[src/rtl/counter_ctrl_pkg.sv]
// Shared opcode and state encodings for the LED counter run controller.
package counter_ctrl_pkg;

    typedef enum logic [1:0] {
        OP_STOP = 2'b00,
        OP_RUN  = 2'b01,
        OP_STEP = 2'b10,
        OP_LOAD = 2'b11
    } op_t;

    typedef enum logic [1:0] {
        ST_IDLE = 2'b00,
        ST_RUN  = 2'b01,
        ST_STEP = 2'b10
    } state_t;

endpackage

[src/rtl/counter_ctrl_prescaler.sv]
// Modulo-PRESCALE tick generator that paces free-run increments.
// Only instantiated when PRESCALER_EN is defined.
module counter_ctrl_prescaler #(
    parameter int PRESCALE = 4
) (
    input  logic clk,
    input  logic clear,
    input  logic enable,
    output logic tick
);

    localparam int CW = (PRESCALE > 1) ? $clog2(PRESCALE) : 1;
    localparam logic [CW-1:0] LAST = CW'(PRESCALE - 1);

    logic [CW-1:0] phase;

    // The tick fires on the last phase of each period, so the first tick
    // after a clear lands PRESCALE enabled cycles later.
    assign tick = enable && (phase == LAST);

    always_ff @(posedge clk) begin
        if (clear) begin
            phase <= '0;
        end else if (enable) begin
            phase <= tick ? '0 : phase + 1'b1;
        end
    end

endmodule

[src/rtl/counter_run_controller.sv]
// Run/step/stop/load sequencer owning the LED counter register.
// Optional free-run prescaler enabled by defining PRESCALER_EN.
module counter_run_controller
    import counter_ctrl_pkg::*;
#(
    parameter int WIDTH    = 3,
    parameter int TERMINAL = 7,
    parameter int PRESCALE = 4
) (
    input  logic             input_clock1_1,
    input  logic             input_reset1_2,
    input  logic             cmd_valid,
    output logic             cmd_ready,
    input  logic [1:0]       cmd_op,
    input  logic [WIDTH-1:0] cmd_data,
    output logic [WIDTH-1:0] count,
    output logic             wrap,
    output logic             busy,
    output logic [1:0]       state
);

    localparam logic [WIDTH-1:0] TERM = WIDTH'(TERMINAL);

    state_t           state_q;
    logic [WIDTH-1:0] count_q;
    logic             wrap_q;
    logic             busy_q;
    logic             accept;
    logic             run_tick;
    logic             at_terminal;
    logic [WIDTH-1:0] inc_value;
    logic [WIDTH-1:0] load_value;
    op_t              op;

    // Ready depends only on registered state, gated low while reset is held.
    assign cmd_ready   = !input_reset1_2 && (state_q != ST_STEP);
    assign accept      = cmd_valid && cmd_ready;
    assign op          = op_t'(cmd_op);
    assign at_terminal = (count_q == TERM);
    assign inc_value   = at_terminal ? '0 : count_q + 1'b1;
    assign load_value  = (cmd_data > TERM) ? TERM : cmd_data;

`ifdef PRESCALER_EN
    logic presc_clear;

    // Restart the period on RUN entry and on every accepted load.
    assign presc_clear = input_reset1_2
                       || (accept && op == OP_LOAD)
                       || (accept && op == OP_RUN && state_q == ST_IDLE);

    counter_ctrl_prescaler #(
        .PRESCALE (PRESCALE)
    ) u_prescaler (
        .clk    (input_clock1_1),
        .clear  (presc_clear),
        .enable (state_q == ST_RUN),
        .tick   (run_tick)
    );
`else
    logic unused_prescale;

    // Without the prescaler RUN advances every cycle and PRESCALE is inert.
    assign unused_prescale = (PRESCALE >= 1);
    assign run_tick        = 1'b1;
`endif

    always_ff @(posedge input_clock1_1) begin
        if (input_reset1_2) begin
            state_q <= ST_IDLE;
            count_q <= '0;
            wrap_q  <= 1'b0;
            busy_q  <= 1'b0;
        end else begin
            wrap_q <= 1'b0;
            case (state_q)
                ST_IDLE: begin
                    if (accept) begin
                        case (op)
                            OP_RUN: begin
                                state_q <= ST_RUN;
                                busy_q  <= 1'b1;
                            end
                            OP_STEP: begin
                                state_q <= ST_STEP;
                                busy_q  <= 1'b1;
                            end
                            OP_LOAD: count_q <= load_value;
                            default: ;
                        endcase
                    end
                end
                // STOP freezes immediately and a load beats a due increment.
                ST_RUN: begin
                    if (accept && op == OP_STOP) begin
                        state_q <= ST_IDLE;
                        busy_q  <= 1'b0;
                    end else if (accept && op == OP_LOAD) begin
                        count_q <= load_value;
                    end else if (run_tick) begin
                        count_q <= inc_value;
                        wrap_q  <= at_terminal;
                    end
                end
                ST_STEP: begin
                    count_q <= inc_value;
                    wrap_q  <= at_terminal;
                    state_q <= ST_IDLE;
                    busy_q  <= 1'b0;
                end
                default: begin
                    state_q <= ST_IDLE;
                    busy_q  <= 1'b0;
                end
            endcase
        end
    end

    assign count = count_q;
    assign wrap  = wrap_q;
    assign busy  = busy_q;
    assign state = state_q;

endmodule
[config.mk]
export PLATFORM = sky130hd
export DESIGN_NAME = counter_run_controller
export DESIGN_NICKNAME = d
export VERILOG_FILES = /design/src/rtl/counter_ctrl_pkg.sv /design/src/rtl/counter_ctrl_prescaler.sv /design/src/rtl/counter_run_controller.sv
export SDC_FILE = /design/constraint.sdc
export NUM_CORES = 1
export LEC_CHECK = 0
export ABC_AREA = 1
export BUFFER_PORTS_ARGS = -buffer_cell sky130_fd_sc_hd__buf_2
export CORE_AREA = 4 4 41 43
export CTS_CLUSTER_SIZE = 24
export DETAILED_ROUTE_END_ITERATION = 7
export DIE_AREA = 0 0 45 47
export PLACE_DENSITY_LB_ADDON = 0.1
export SLEW_MARGIN = 20
export SYNTH_ARGS = -nofsm -noshare
export SYNTH_HDL_FRONTEND = slang
export SYNTH_SLANG_ARGS = --single-unit
[constraint.sdc]
create_clock -name input_clock1_1 -period 1.51 [get_ports input_clock1_1]
set_input_delay 0.3775 -clock input_clock1_1 [delete_from_list [all_inputs] [get_ports input_clock1_1]]
set_output_delay 0.3775 -clock input_clock1_1 [all_outputs]
set_load 0.05 [all_outputs]
==> run metrics <==
Period Utilization, post-route 97.4%; Layout Nets 122; data arrival at the endpoint of the critical path 1.09 ns; Power Internal 0.371 mW; share of the yosys chip area belonging to registers 24.5%; total power after layout 0.598 mW; iteration count of the initial detailed-routing pass 3; total number of H-tree levels 1; post-synthesis net count 101; global placement routability congestion 0.745; Place WS 0.143 ns; slowest stage cell, crit path dfxtp_4; ratio of total power to cell area 807 nW/µm²; GR met3 Demand/Resource 5.75%; Cells after DPL 113; Worst Hold Class input pin to register; clk_lat worst skew 0.25 ns; core area 1300 µm²; Maximum Capacitance Violations 0; final core utilization 56.9%; Netlist Area Pre-Place 573 µm²; leakage component of the power 0.411 nW; total number of vias 533; count of clock tree sinks 7; half-perimeter wire length after placement 964 µm; Starting Density 44.0%; number of global-route vias before repair 516; CTS Root Cell clkbuf_4; standard-cell row count 13; top cells by area in the synthesized netlist dfxtp_1 (24%), ha_1 (22%), nand2_1 (18%), inv_1 (9.2%), nand4_1 (5.5%); unrepaired setup endpoints after global routing true; final worst setup slack 0.0391 ns; syn_area_per_cell 6.90 µm²; pin count of the biggest net entering global routing 7; share of layout cells above drive strength 1 30.1%; CP Capture Type output port; critical-path maximum fanout 5; top-area cell type share of the netlist area 24.5%; overall die area 2120 µm²; library cells used by synthesis 13; R2R setup slack 0.14 ns; number of DRC markers in iteration 0 6; final count of pins violating max slew 0; Worst Setup Start Kind register; number of buffers created by CTS 3; number of vias per cell 4.52; fraction of met2 tracks used by global routing 20.6%; Logic pwr share 35.4%; synth-to-layout area growth 29.3%; DRT Wirelength 1160 µm; antenna violations before repair 0; Final Hold Violating Endpoints 0; clock-pin slew on the worst setup and hold paths 0.05 ns; fraction of met1 tracks used by global routing 18.7%; time the worst path needs with I/O delays and setup 1.47 ns; Vert. Die Dim 47 µm; overflow left after global routing 0; filler-free cell count of the finished design 118; detailed-route DRC error count 0; final clock skew 0.000366 ns; count of antenna-violating nets left after detailed routing 0; clock share of power 28.8%; highest ir drop seen on vdd 436 µV; average wire length per cell after detail routing 9.86 µm; Horiz. Die Dim 45 µm; category of the critical setup timing path register to output port; Mapped Cells 83; clock buffer depth 2; transition time at the pin with the least slew margin 0.250 ns; wire length of the first global-routing pass 2170 µm; cell chain of the critical path inv_4 > ha_4 > nor2_4 > buf_6; worst relative slew slack 83.5%; Total Routing Usage GR 13.9%; most crowded layer after global routing met2; fmax 680 MHz; yosys warns 0; Sw Share 38.0%; run status finished, final reports clean; register bit count reported by yosys 7; number of buffers inserted for hold repair after clock tree synthesis 0; Total Neg Setup Slack 0 ns; Diodes inserted 0; final count of negative-setup-slack endpoints 0; port buffer count 15; switching power 0.227 mW; endpoint required time on the critical path 1.13 ns; Sequential Power Share 35.8%; delay of the slowest cell on the worst path 0.37 ns; biggest area consumer among synthesized cells dfxtp_1; clock tree from TritonCTS built; I/O pin cnt 16
==> registers in the layout, summed over array words and instances, names as in the netlist <==
signal and cells:
wrap 1, count 3, state 2, busy 1
==> worst paths after layout <==
check / end / start / cells after the start
worst max-delay path: cmd_ready / state[0] / 4
worst min-delay path: state[0] / input_reset1_2 / 2
worst max register to register: count[1] / state[0] / 11
worst min register to register: busy / busy / 2
==> synth_stat cells (all sizes together) <==
| library cell | n |
|---|---|
| nand4 | 5 |
| nand3 | 4 |
| inv | 14 |
| dfxtp | 7 |
| nand2 | 29 |
| nor3b | 1 |
| nor2 | 8 |
| a21oi | 4 |
| nand3b | 1 |
| ha | 10 |
==> cells in the final DEF (no fill, tap or decap) <==
cell	synthesis	final
clkbuf_1	0	1
nor2_4	1	1
nand3_2	1	1
nor2_1	7	7
clkbuf_4	0	3
nand2_1	27	25
ha_1	10	9
dfxtp_2	0	1
dfxtp_4	0	1
nor3b_2	0	1
inv_1	14	13
nand4_1	5	5
buf_6	0	2
buf_2	0	14
ha_4	0	1
nand2_2	2	4
inv_4	0	1
nand3b_4	1	1
a21oi_1	4	4
dfxtp_1	7	5
nand3_1	3	3
==> critical path: cells and delay by family (launching register included) <==
kind                       cells  cell delay (ns)
and+or+nand+nor                1             0.10
buffers and inverters          2             0.21
adders and majority gates      1             0.16
DFF                            1             0.37
==> cell type report <==
class	instances	area (µm²)
tap	15	18.8
timing repair buffer	16	92.6
fill	133	561
sequential	7	145
inverter	14	55.1
multi-input combinational	62	403
clock buffer	4	26.3
==> power groups by stage <==
stage | registers [mW] | logic (mW) | clock network [mW]
2_1_floorplan | 0.266 | 0.105 | 0
3_3_place_gp | 0.216 | 0.201 | 0
3_5_place_dp | 0.218 | 0.204 | 0
4_1_cts | 0.213 | 0.210 | 0.181
5_1_grt | 0.216 | 0.237 | 0.193
6_report | 0.214 | 0.212 | 0.172
==> kinds of logic after synthesis <==
family                   share of synthesized area [%]
buffers and inverters                             9.17
flip-flops                                        24.5
adder cells (fa/ha/maj)                           21.8
AND/OR/NAND/NOR                                   41.0
AO/OA/AOI/OAI                                     3.49
==> metrics by stage <==
step           area [µm²]  hold slack [ns]
2_1_floorplan         593            0.437
3_3_place_gp          687            0.432
3_5_place_dp          687            0.441
4_1_cts               727            0.345
5_1_grt               741            0.358
6_report              741            0.344
==> per-layer routing <==
metal / share of wire (%) / up-vias
met5: 0 / -
met3: 6.2 / 2
met2: 43 / 11
met4: 0.69 / 0
met1: 50 / 220
li1: - / 300
==> what timing repair did <==
action	in CTS	in global routing
endpoints found under the setup margin	1	4
setup buffers	1	0
pin swaps	1	2
gates resized for setup	2	4
Note: power is estimated with default switching activity, not from simulation.
